### config.mk
export PLATFORM = sky130hd
export DESIGN_NAME = link_peer
export DESIGN_NICKNAME = d
export VERILOG_FILES = /design/src/rtl/link_pkg.sv /design/src/rtl/link_fifo.sv /design/src/rtl/link_peer.sv
export SDC_FILE = /design/constraint.sdc
export NUM_CORES = 1
export LEC_CHECK = 0
export BUFFER_PORTS_ARGS = -buffer_cell sky130_fd_sc_hd__buf_2
export CAP_MARGIN = 15
export CORE_ASPECT_RATIO = 1.25
export CORE_UTILIZATION = 51
export CTS_CLUSTER_DIAMETER = 30
export DETAILED_ROUTE_END_ITERATION = 10
export PLACE_DENSITY_LB_ADDON = 0.15
export SKIP_CTS_REPAIR_TIMING = 1
export SLEW_MARGIN = 40
export SYNTH_ARGS = -nofsm -noshare
export SYNTH_HDL_FRONTEND = slang
export SYNTH_SLANG_ARGS = --single-unit
### constraint.sdc
create_clock -name clk -period 4.2 [get_ports clk]
set_input_delay 0.84 -clock clk [delete_from_list [all_inputs] [get_ports clk]]
set_output_delay 0.84 -clock clk [all_outputs]
set_load 0.1 [all_outputs]
### src/rtl/link_pkg.sv
// Shared types and constants for the link_peer serial cable partner.
package link_pkg;

    typedef enum logic [0:0] {
        IDLE  = 1'b0,
        SHIFT = 1'b1
    } link_state_t;

    localparam logic [7:0] LINK_IDLE_BYTE = 8'hFF;

    typedef logic [2:0] link_bit_cnt_t;

endpackage

### src/rtl/link_fifo.sv
// Response byte queue: synchronous FIFO with async active-high reset and registered flags.
module link_fifo #(
    parameter int FIFO_DEPTH = 4,
    parameter int WIDTH      = 8
) (
    input  logic             clk,
    input  logic             reset,
    input  logic             push,
    input  logic             pop,
    input  logic [WIDTH-1:0] din,
    output logic [WIDTH-1:0] head,
    output logic             full,
    output logic             empty
);

    localparam int AW = $clog2(FIFO_DEPTH);
    localparam logic [AW:0] CNT_FULL = FIFO_DEPTH[AW:0];

    logic [WIDTH-1:0] mem_r [FIFO_DEPTH];
    logic [AW-1:0]    wr_ptr_r;
    logic [AW-1:0]    rd_ptr_r;
    logic [AW:0]      count_r;
    logic [AW:0]      count_nxt_s;
    logic             full_r;
    logic             empty_r;
    logic             push_s;
    logic             pop_s;

    assign push_s = push & ~full_r;
    assign pop_s  = pop & ~empty_r;

    // Occupancy after this cycle's push/pop.
    always_comb begin
        count_nxt_s = count_r;
        if (push_s && !pop_s) begin
            count_nxt_s = count_r + 1'b1;
        end else if (pop_s && !push_s) begin
            count_nxt_s = count_r - 1'b1;
        end else begin
            count_nxt_s = count_r;
        end
    end

    // Pointers, occupancy and flags; pointers wrap naturally since depth is a power of 2.
    always_ff @(posedge clk or posedge reset) begin
        if (reset) begin
            wr_ptr_r <= {AW{1'b0}};
            rd_ptr_r <= {AW{1'b0}};
            count_r  <= {(AW+1){1'b0}};
            full_r   <= 1'b0;
            empty_r  <= 1'b1;
        end else begin
            if (push_s) wr_ptr_r <= wr_ptr_r + 1'b1;
            if (pop_s)  rd_ptr_r <= rd_ptr_r + 1'b1;
            count_r <= count_nxt_s;
            full_r  <= (count_nxt_s == CNT_FULL);
            empty_r <= (count_nxt_s == {(AW+1){1'b0}});
        end
    end

    // Storage array.
    always_ff @(posedge clk) begin
        if (push_s) mem_r[wr_ptr_r] <= din;
    end

    assign head  = mem_r[rd_ptr_r];
    assign full  = full_r;
    assign empty = empty_r;

endmodule

### src/rtl/link_peer.sv
// Game Boy link cable partner: answers SCK/SOUT with queued bytes on SIN.
// Optional peer-driven clock: define LINK_PEER_CLK_MASTER_EN.
module link_peer
    import link_pkg::*;
#(
    parameter int          FIFO_DEPTH      = 4,
    parameter logic [7:0]  IDLE_BYTE       = LINK_IDLE_BYTE,
    parameter int          TIMEOUT_CYCLES  = 16384,
    parameter int          SCK_HALF_PERIOD = 256
) (
    input  logic       clk,
    input  logic       reset,
    input  logic       sck_in,
    input  logic       sd_in,
`ifdef LINK_PEER_CLK_MASTER_EN
    input  logic       start,
`endif
    output logic       sd_out,
    output logic       sck_out,
    output logic       sck_oe,
    input  logic [7:0] tx_data,
    input  logic       tx_valid,
    output logic       tx_ready,
    output logic [7:0] rx_data,
    output logic       rx_valid,
    output logic       busy,
    output logic       timeout_err
);

    if ((FIFO_DEPTH < 2) || ((FIFO_DEPTH & (FIFO_DEPTH - 1)) != 0)) begin : g_bad_depth
        $error("link_peer: FIFO_DEPTH must be a power of 2 and at least 2");
    end
    if ((TIMEOUT_CYCLES < 2) || (SCK_HALF_PERIOD < 1)) begin : g_bad_timing
        $error("link_peer: TIMEOUT_CYCLES must be >= 2 and SCK_HALF_PERIOD >= 1");
    end

    localparam int TW         = $clog2(TIMEOUT_CYCLES);
    localparam int IDLE_MAX_I = TIMEOUT_CYCLES - 1;
    localparam logic [TW-1:0] IDLE_MAX = IDLE_MAX_I[TW-1:0];
`ifdef LINK_PEER_CLK_MASTER_EN
    localparam logic TIMEOUT_EN = 1'b0;
`else
    localparam logic TIMEOUT_EN = 1'b1;
`endif

    link_state_t   state_r, state_nxt_s;
    logic [7:0]    tx_shift_r, tx_shift_nxt_s;
    logic [6:0]    rx_shift_r, rx_shift_nxt_s;
    link_bit_cnt_t bit_cnt_r, bit_cnt_nxt_s;
    logic [TW-1:0] idle_cnt_r, idle_cnt_nxt_s;
    logic          sd_out_r, sd_out_nxt_s;
    logic [7:0]    rx_data_r, rx_data_nxt_s;
    logic          rx_valid_r, rx_valid_nxt_s;
    logic          busy_r, busy_nxt_s;
    logic          timeout_r, timeout_nxt_s;
    logic          sck_meta_r, sck_sync_r, sck_prev_r;
    logic          sd_meta_r, sd_sync_r;
    logic          rise_s, fall_s;
    logic          pop_s, fifo_full_s, fifo_empty_s;
    logic [7:0]    fifo_head_s, load_s;
    logic          timeout_hit_s;

    link_fifo #(.FIFO_DEPTH(FIFO_DEPTH), .WIDTH(8)) u_fifo (
        .clk   (clk),
        .reset (reset),
        .push  (tx_valid),
        .pop   (pop_s),
        .din   (tx_data),
        .head  (fifo_head_s),
        .full  (fifo_full_s),
        .empty (fifo_empty_s)
    );

    // Pin synchronisers; idle-high reset values keep reset release edge-free.
    always_ff @(posedge clk or posedge reset) begin
        if (reset) begin
            sck_meta_r <= 1'b1;
            sck_sync_r <= 1'b1;
            sck_prev_r <= 1'b1;
            sd_meta_r  <= 1'b1;
            sd_sync_r  <= 1'b1;
        end else begin
            sck_meta_r <= sck_in;
            sck_sync_r <= sck_meta_r;
            sck_prev_r <= sck_sync_r;
            sd_meta_r  <= sd_in;
            sd_sync_r  <= sd_meta_r;
        end
    end

`ifdef LINK_PEER_CLK_MASTER_EN
    localparam int HW         = (SCK_HALF_PERIOD > 1) ? $clog2(SCK_HALF_PERIOD) : 1;
    localparam int HALF_MAX_I = SCK_HALF_PERIOD - 1;
    localparam logic [HW-1:0] HALF_MAX = HALF_MAX_I[HW-1:0];

    logic          m_active_r, sck_out_r, sck_oe_r;
    logic [HW-1:0] half_cnt_r;
    logic [3:0]    edge_cnt_r;
    logic          launch_s, toggle_s;

    assign launch_s = start & ~m_active_r & (state_r == IDLE);
    assign toggle_s = m_active_r & (half_cnt_r == HALF_MAX);
    assign fall_s   = launch_s | (toggle_s & sck_out_r);
    assign rise_s   = toggle_s & ~sck_out_r;

    // Peer clock generator: the launch edge is the first fall, the 16th edge is the last rise.
    always_ff @(posedge clk or posedge reset) begin
        if (reset) begin
            m_active_r <= 1'b0;
            sck_out_r  <= 1'b1;
            sck_oe_r   <= 1'b0;
            half_cnt_r <= {HW{1'b0}};
            edge_cnt_r <= 4'd0;
        end else if (launch_s) begin
            m_active_r <= 1'b1;
            sck_out_r  <= 1'b0;
            sck_oe_r   <= 1'b1;
            half_cnt_r <= {HW{1'b0}};
            edge_cnt_r <= 4'd1;
        end else if (toggle_s) begin
            sck_out_r  <= ~sck_out_r;
            half_cnt_r <= {HW{1'b0}};
            edge_cnt_r <= edge_cnt_r + 4'd1;
            if (edge_cnt_r == 4'd15) begin
                m_active_r <= 1'b0;
                sck_oe_r   <= 1'b0;
            end
        end else if (m_active_r) begin
            half_cnt_r <= half_cnt_r + 1'b1;
        end
    end

    assign sck_out = sck_out_r;
    assign sck_oe  = sck_oe_r;
`else
    assign rise_s  = sck_sync_r & ~sck_prev_r;
    assign fall_s  = ~sck_sync_r & sck_prev_r;
    assign sck_out = 1'b1;
    assign sck_oe  = 1'b0;
`endif

    assign timeout_hit_s = TIMEOUT_EN & (idle_cnt_r == IDLE_MAX);
    assign load_s        = fifo_empty_s ? IDLE_BYTE : fifo_head_s;

    // Byte transfer next-state and output logic.
    always_comb begin
        state_nxt_s    = state_r;
        tx_shift_nxt_s = tx_shift_r;
        rx_shift_nxt_s = rx_shift_r;
        bit_cnt_nxt_s  = bit_cnt_r;
        idle_cnt_nxt_s = idle_cnt_r;
        sd_out_nxt_s   = sd_out_r;
        rx_data_nxt_s  = rx_data_r;
        rx_valid_nxt_s = 1'b0;
        busy_nxt_s     = busy_r;
        timeout_nxt_s  = 1'b0;
        pop_s          = 1'b0;
        case (state_r)
            IDLE: begin
                if (fall_s) begin
                    pop_s          = ~fifo_empty_s;
                    sd_out_nxt_s   = load_s[7];
                    tx_shift_nxt_s = {load_s[6:0], 1'b0};
                    bit_cnt_nxt_s  = 3'd0;
                    idle_cnt_nxt_s = {TW{1'b0}};
                    busy_nxt_s     = 1'b1;
                    state_nxt_s    = SHIFT;
                end else begin
                    state_nxt_s = IDLE;
                end
            end
            SHIFT: begin
                if (rise_s) begin
                    rx_shift_nxt_s = {rx_shift_r[5:0], sd_sync_r};
                    bit_cnt_nxt_s  = bit_cnt_r + 3'd1;
                    idle_cnt_nxt_s = {TW{1'b0}};
                    if (bit_cnt_r == 3'd7) begin
                        rx_data_nxt_s  = {rx_shift_r, sd_sync_r};
                        rx_valid_nxt_s = 1'b1;
                        busy_nxt_s     = 1'b0;
                        state_nxt_s    = IDLE;
                    end else begin
                        state_nxt_s = SHIFT;
                    end
                end else if (fall_s) begin
                    sd_out_nxt_s   = tx_shift_r[7];
                    tx_shift_nxt_s = {tx_shift_r[6:0], 1'b0};
                    idle_cnt_nxt_s = {TW{1'b0}};
                end else if (timeout_hit_s) begin
                    // Partial byte is abandoned; the popped response byte is not replayed.
                    timeout_nxt_s  = 1'b1;
                    sd_out_nxt_s   = 1'b1;
                    busy_nxt_s     = 1'b0;
                    idle_cnt_nxt_s = {TW{1'b0}};
                    state_nxt_s    = IDLE;
                end else begin
                    idle_cnt_nxt_s = idle_cnt_r + 1'b1;
                end
            end
            default: begin
                state_nxt_s = IDLE;
            end
        endcase
    end

    // Transfer state registers.
    always_ff @(posedge clk or posedge reset) begin
        if (reset) begin
            state_r     <= IDLE;
            tx_shift_r  <= 8'h00;
            rx_shift_r  <= 7'h00;
            bit_cnt_r   <= 3'd0;
            idle_cnt_r  <= {TW{1'b0}};
            sd_out_r    <= 1'b1;
            rx_data_r   <= 8'h00;
            rx_valid_r  <= 1'b0;
            busy_r      <= 1'b0;
            timeout_r   <= 1'b0;
        end else begin
            state_r     <= state_nxt_s;
            tx_shift_r  <= tx_shift_nxt_s;
            rx_shift_r  <= rx_shift_nxt_s;
            bit_cnt_r   <= bit_cnt_nxt_s;
            idle_cnt_r  <= idle_cnt_nxt_s;
            sd_out_r    <= sd_out_nxt_s;
            rx_data_r   <= rx_data_nxt_s;
            rx_valid_r  <= rx_valid_nxt_s;
            busy_r      <= busy_nxt_s;
            timeout_r   <= timeout_nxt_s;
        end
    end

    assign sd_out      = sd_out_r;
    assign rx_data     = rx_data_r;
    assign rx_valid    = rx_valid_r;
    assign busy        = busy_r;
    assign timeout_err = timeout_r;
    assign tx_ready    = ~fifo_full_s;

endmodule

# == Word-level counts from Yosys, hierarchy flattened ==
# Memories as Yosys holds them, arrays and structs flattened.
# Cells that the tools add are included.
# classes
add_sub_neg,6
n_eq_ne,11
n_mux,43
bitwise,9
reduce_logical,11
# op_table
op,count
2-to-1 mux 14 bit,4
2-to-1 mux 8 bit,4
case mux 14 bit (2 select lines),1
2-to-1 mux 1 bit,25
case mux 8 bit (2 select lines),1
adder 14 x 1 -> 14 bit (second input constant),1
equality test 14 bit (second input constant),1
2-to-1 mux 3 bit,4
AND reduction 3 bit,3
adder 3 x 1 -> 3 bit (second input constant),2
equality test 3 bit (second input constant),2
!= test 3 x 1 -> 1 bit (second input constant),2
case mux 1 bit (2 select lines),3
case mux 3 bit (2 select lines),1
inverter 1 bit,5
adder 2 x 1 -> 2 bit (second input constant),2
bitwise AND 1 bit,4
!= test 2 x 1 -> 1 bit (second input constant),2
!= test 2 bit (second input constant),2
AND reduction 2 bit,2
AND reduction 4 bit,1
logical NOT 3 bit,1
!= test 3 x 2 -> 1 bit (second input constant),1
!= test 3 bit (second input constant),1
other kinds (3),5
# totals
reg_bits,59
ramBits,32
in_bits,13
out_inout_bits,15
elab_cells,101
mem_count,1
# memory_table
name,words,width,read_ports,rd_clocked_by_memory_dff,write_ports,line,rtl
u_fifo.mem_r,4,8,1,0,1,link_fifo.sv:19,logic [WIDTH-1:0] mem_r [FIFO_DEPTH];

# == Longest topological paths before layout ==
# depth
ltp_word,9
ltp_mapped,7
ltp_nobuf,5

# == Cells and area by module ==
# Synthesis repeated with hierarchy kept, for this count alone.
# unflattened
hier_cells,307
hier_area_um2,3991.3
# modules_own_cells
module,n_inst,cells_per_inst,area_per_inst_um2,seq_area_each_um2
link_peer,1,210,2262.2,1233.7
link_fifo,1,97,1729.2,1187.4

# == Worst setup path after synthesis ==
# Ideal clock, no wire load.
# synth_timing
path_type,in2reg
start,input port tx_valid
end,register u_fifo.full_r (netlist: u_fifo.full)
setup_time_ns,0.087
arrival_time_ns,1.842
required_ns,4.113
path_slack_ns,2.271
cell_stages,4
n_path_buf,0
path_cell_list,nand2b_1 and2_2 or4_4 a211oi_2
# synth_between
elab_chain_len,6
word_cells_on_any_way,7
classes_between,eq/ne (1); mux (2); bitwise (1); reduce/logical (3)
# synth_lines
element,line,rtl
"start, declared",link_peer.sv:22,"input logic tx_valid,"
bitwise AND 1 bit *,link_fifo.sv:29,assign push_s = push & ~full_r;
logical NOT 1 bit,link_fifo.sv:37,end else if (pop_s && !push_s) begin
logical AND 1 bit,link_fifo.sv:37,
2-to-1 mux 3 bit,link_fifo.sv:37,
2-to-1 mux 3 bit *,link_fifo.sv:35,if (push_s && !pop_s) begin
equality test 3 bit *,link_fifo.sv:56,full_r <= (count_nxt_s == CNT_FULL);
"end signal, assigned",link_fifo.sv:56,
"end, declared",link_fifo.sv:24,logic full_r;
# Every way passes the cells marked *; elsewhere a longest branch is shown, timed or not.
# A chain may end at the register's enable or synchronous reset.

# == Worst setup path after layout ==
# layout_timing
start,register sck_sync_r
end,register idle_cnt_r[4]
# layout_between
elab_chain_len,5
word_cells_on_any_way,7
classes_between,eq/ne (1); mux (3); bitwise (3)
# layout_lines
element,line,rtl
"start, declared",link_peer.sv:56,"logic sck_meta_r, sck_sync_r, sck_prev_r;"
"start signal, assigned",link_peer.sv:84,sck_sync_r <= sck_meta_r;
inverter 1 bit,link_peer.sv:137,assign fall_s = ~sck_sync_r & sck_prev_r;
bitwise AND 1 bit,link_peer.sv:137,
2-to-1 mux 14 bit,link_peer.sv:185,end else if (fall_s) begin
2-to-1 mux 14 bit,link_peer.sv:173,if (rise_s) begin
case mux 14 bit (2 select lines),link_peer.sv:158,case (state_r)
"end signal, assigned",link_peer.sv:213,idle_cnt_r <= {TW{1'b0}};
"end signal, assigned",link_peer.sv:224,idle_cnt_r <= idle_cnt_nxt_s;
"end, declared",link_peer.sv:50,"logic [TW-1:0] idle_cnt_r, idle_cnt_nxt_s;"
# Parallel ways exist; a longest one is shown, timed or not.

==> qor.yml <==
worst_setup_path:
  r2r-end: "idle_cnt_r[4]"
  critical_path_class: "reg -> reg"
  cp_max_fo: 16
  r2r_cells: 4
  rrSetupSlack_ps: 1960
  arrival_ps: 2510
  crit_path_end_kind: "flip-flop"
  start_kind: "flip-flop"
  reg2reg_from: "sck_sync_r"
  crit_required_ps: 4470
clocking:
  clk_latency_ps: 350
  cts_buffer_depth: 2
  cts_made_buffers: 9
  cts_tree: "done"
  root_buffer: "clkbuf_8"
  cts.clk_slew.worst_paths_ps: 90
  h-tree-depth: 3
  cts_sinks: 90
timing:
  fin_crit_sh_pct: 53.42
  fin_skew_ps: 9.302
  period_minus_slack_ps: 2244
  max_freq_mhz: 445.7
  setup_viol: 0
  hold_violations: 0
  max_slew_margin_pct: 52.91
  fin_tns_setup_ps: 0
  rsz0062_at_grt: "false"
  tightest_slew_ps: 705.3
  final_max_slew_viol_count: 0
floorplanning:
  core-area_um2: 7488
  die_w_um: 81.30
  dieArea_um2: 8221
  rows: 35
  start_util_pct: 53.53
  die_y_um: 101.1
  num_io_pins: 28
global_route:
  grt_overflow: 0
  grt_util_met1_pct: 23.14
  grt_pass1_vias: 2288
  met2_usage_pct: 28.65
  grt_busiest_layer: "met2"
  grt_max_degree: 34
  grt_pass1_wl_um: 10940
  antenna_found_initial: 0
  grt_usage_pct: 17.77
  grt_use_met3_pct: 3.801
run_status:
  status: "finished clean"
synthesis:
  synth_fp_nets: 334
  ys_warn_count: 0
  synth-seq-cells: 90
  synthFlopType: "dfrtp_1"
  syn_area_um2: 4009
  ys_seq_area_share_pct: 60.39
  ys_types: 53
  async_flop_share_pct: 64.44
  synth_area_per_cell_um2: 12.85
  synth_edf_count: 32
  synthCells: 312
routing:
  wire_per_inst_um: 15.02
  first_iter_violations: 140
  vias: 2391
  viasPerCell: 5.600
  drtAntennaViolNets: 0
  drt-total-wl_um: 6412
  firstDrtPassIters: 4
  drc_errors: 0
min_path:
  holdCritPathClass: "reg -> reg"
  hold_path_depth: 0
  min_to: "sd_sync_r"
  min_from: "sd_meta_r"
final_layout:
  layout_commonest_cell: "dfrtp_1"
  drive_gt1_share_pct: 24.48
  num-fill-cells: 623
  fin_nets: 352
  design_area_um2: 4372
  final_cell_mix: "dfrtp_1 (50), edfxtp_1 (32), nand2_1 (26)"
  antennaDiodeCount: 0
  utilization_pct: 58.38
  area_growth_pct: 9.051
placement:
  dp_hpwl_um: 4318
  place_congestion: 0.7875
  placed_cell_area_um2: 4158
  buffer_ports.inserted: 25
power:
  finalPower_mw: 2.555
  p_leak_nw: 1.834
  vdd_drop_max_v: 0.0004142
  powerDensity_nw_per_um2: 584.5
run:
  drv_cap: 0
## power by group
group	internal [mW]	switching [mW]	total (mW)
Sequential	1.11	0.161	1.28
Clock	0.315	0.305	0.620
Combinational	0.261	0.399	0.660
## worst max-delay path, stage by stage (launching register included)
cell	delay, ps
dfstp_2	620
nand2b_1	500
and3_1	590
nand2_1	230
o22ai_1	220
## metrics by stage
step / hold WS, ps / setup slack, ps / std cells
floorplan: 345.2 / 1944 / 312
global placement: 345.9 / 2012 / 411
detailed placement: 350.3 / 1984 / 411
CTS: 361.3 / 1954 / 427
global route: 365.4 / 1713 / 427
finish: 359.3 / 1956 / 427
## synth_stat cells (all sizes together), types with 2 or more instances
cell	number	share of area [%]
nand2b	11	1.7
nand3	8	1.0
a21o	2	0.37
buf	7	1.3
nor3b	2	0.37
and2	7	1.1
nor2	12	1.2
mux2	15	4.2
nand3b	2	0.37
a21oi	8	1.0
nand4	11	1.7
mux2i	2	0.50
dfrtp	51	32
xor2	4	0.87
nor3	6	0.75
o2bb2ai	2	0.44
ha	9	2.8
o21ai	10	1.2
nand2	26	2.4
clkbuf	12	1.2
a31oi	8	1.2
a211oi	2	0.50
o311ai	6	1.3
o31ai	2	0.37
nor2b	3	0.47
conb	2	0.19
o22ai	2	0.31
dfstp	7	4.6
mux4	8	4.5
and4	5	1.1
xnor2	3	0.66
edfxtp	32	24
and3	3	0.53
inv	10	0.94
## final cells by class
cell class | count | area [um^2] | share of cell area, %
Clock inverter | 5 | 61.31 | 1.402
Sequential cell | 90 | 2422 | 55.41
Tap cell | 92 | 115.1 | 2.633
Multi-Input combinational cell | 193 | 1450 | 33.17
Inverter | 10 | 37.54 | 0.8586
Clock buffer | 11 | 152.6 | 3.492
Timing Repair Buffer | 26 | 132.6 | 3.034
## worst max path at each step
stage	depth (start not counted)	end	start	slack, ps
global route	4	idle_cnt_r[0]	sck_sync_r	1710
floorplan	1	bit_cnt_r[0]	reset	1940
CTS	4	idle_cnt_r[11]	sck_sync_r	1950
global placement	4	u_fifo.full	state_r	2010
finish	4	idle_cnt_r[4]	sck_sync_r	1960
detailed placement	4	idle_cnt_r[11]	sck_sync_r	1980
## flip-flops by register name (all words and copies together) (netlist names), 2 cells and up
| signal | flops |
|---|---|
| bit_cnt_r | 3 |
| u_fifo.wr_ptr_r | 2 |
| tx_shift_r | 7 |
| rx_data | 8 |
| u_fifo.count_r | 3 |
| u_fifo.mem_r | 32 |
| idle_cnt_r | 14 |
| rx_shift_r | 7 |
| u_fifo.rd_ptr_r | 2 |
## cells by family after synthesis
group	count (synthesis)	share of synthesized area, %
DFF	90	60.39
other	2	0.1873
and+or+nand+nor	101	14.14
AOI/OAI and AO/OA	49	8.302
buffers and inverters	29	3.433
muxes	25	9.207
adders and majority gates	9	2.809
xor gates and xnor gates	7	1.529
## layer usage
layer / vias to the layer above / part of all wire, %
li1: 1179 / -
met1: 1172 / 46
met2: 33 / 51
met3: 7 / 2.5
met4: 0 / 0.95
met5: - / 0
Note: power is estimated with default switching activity, not from simulation.
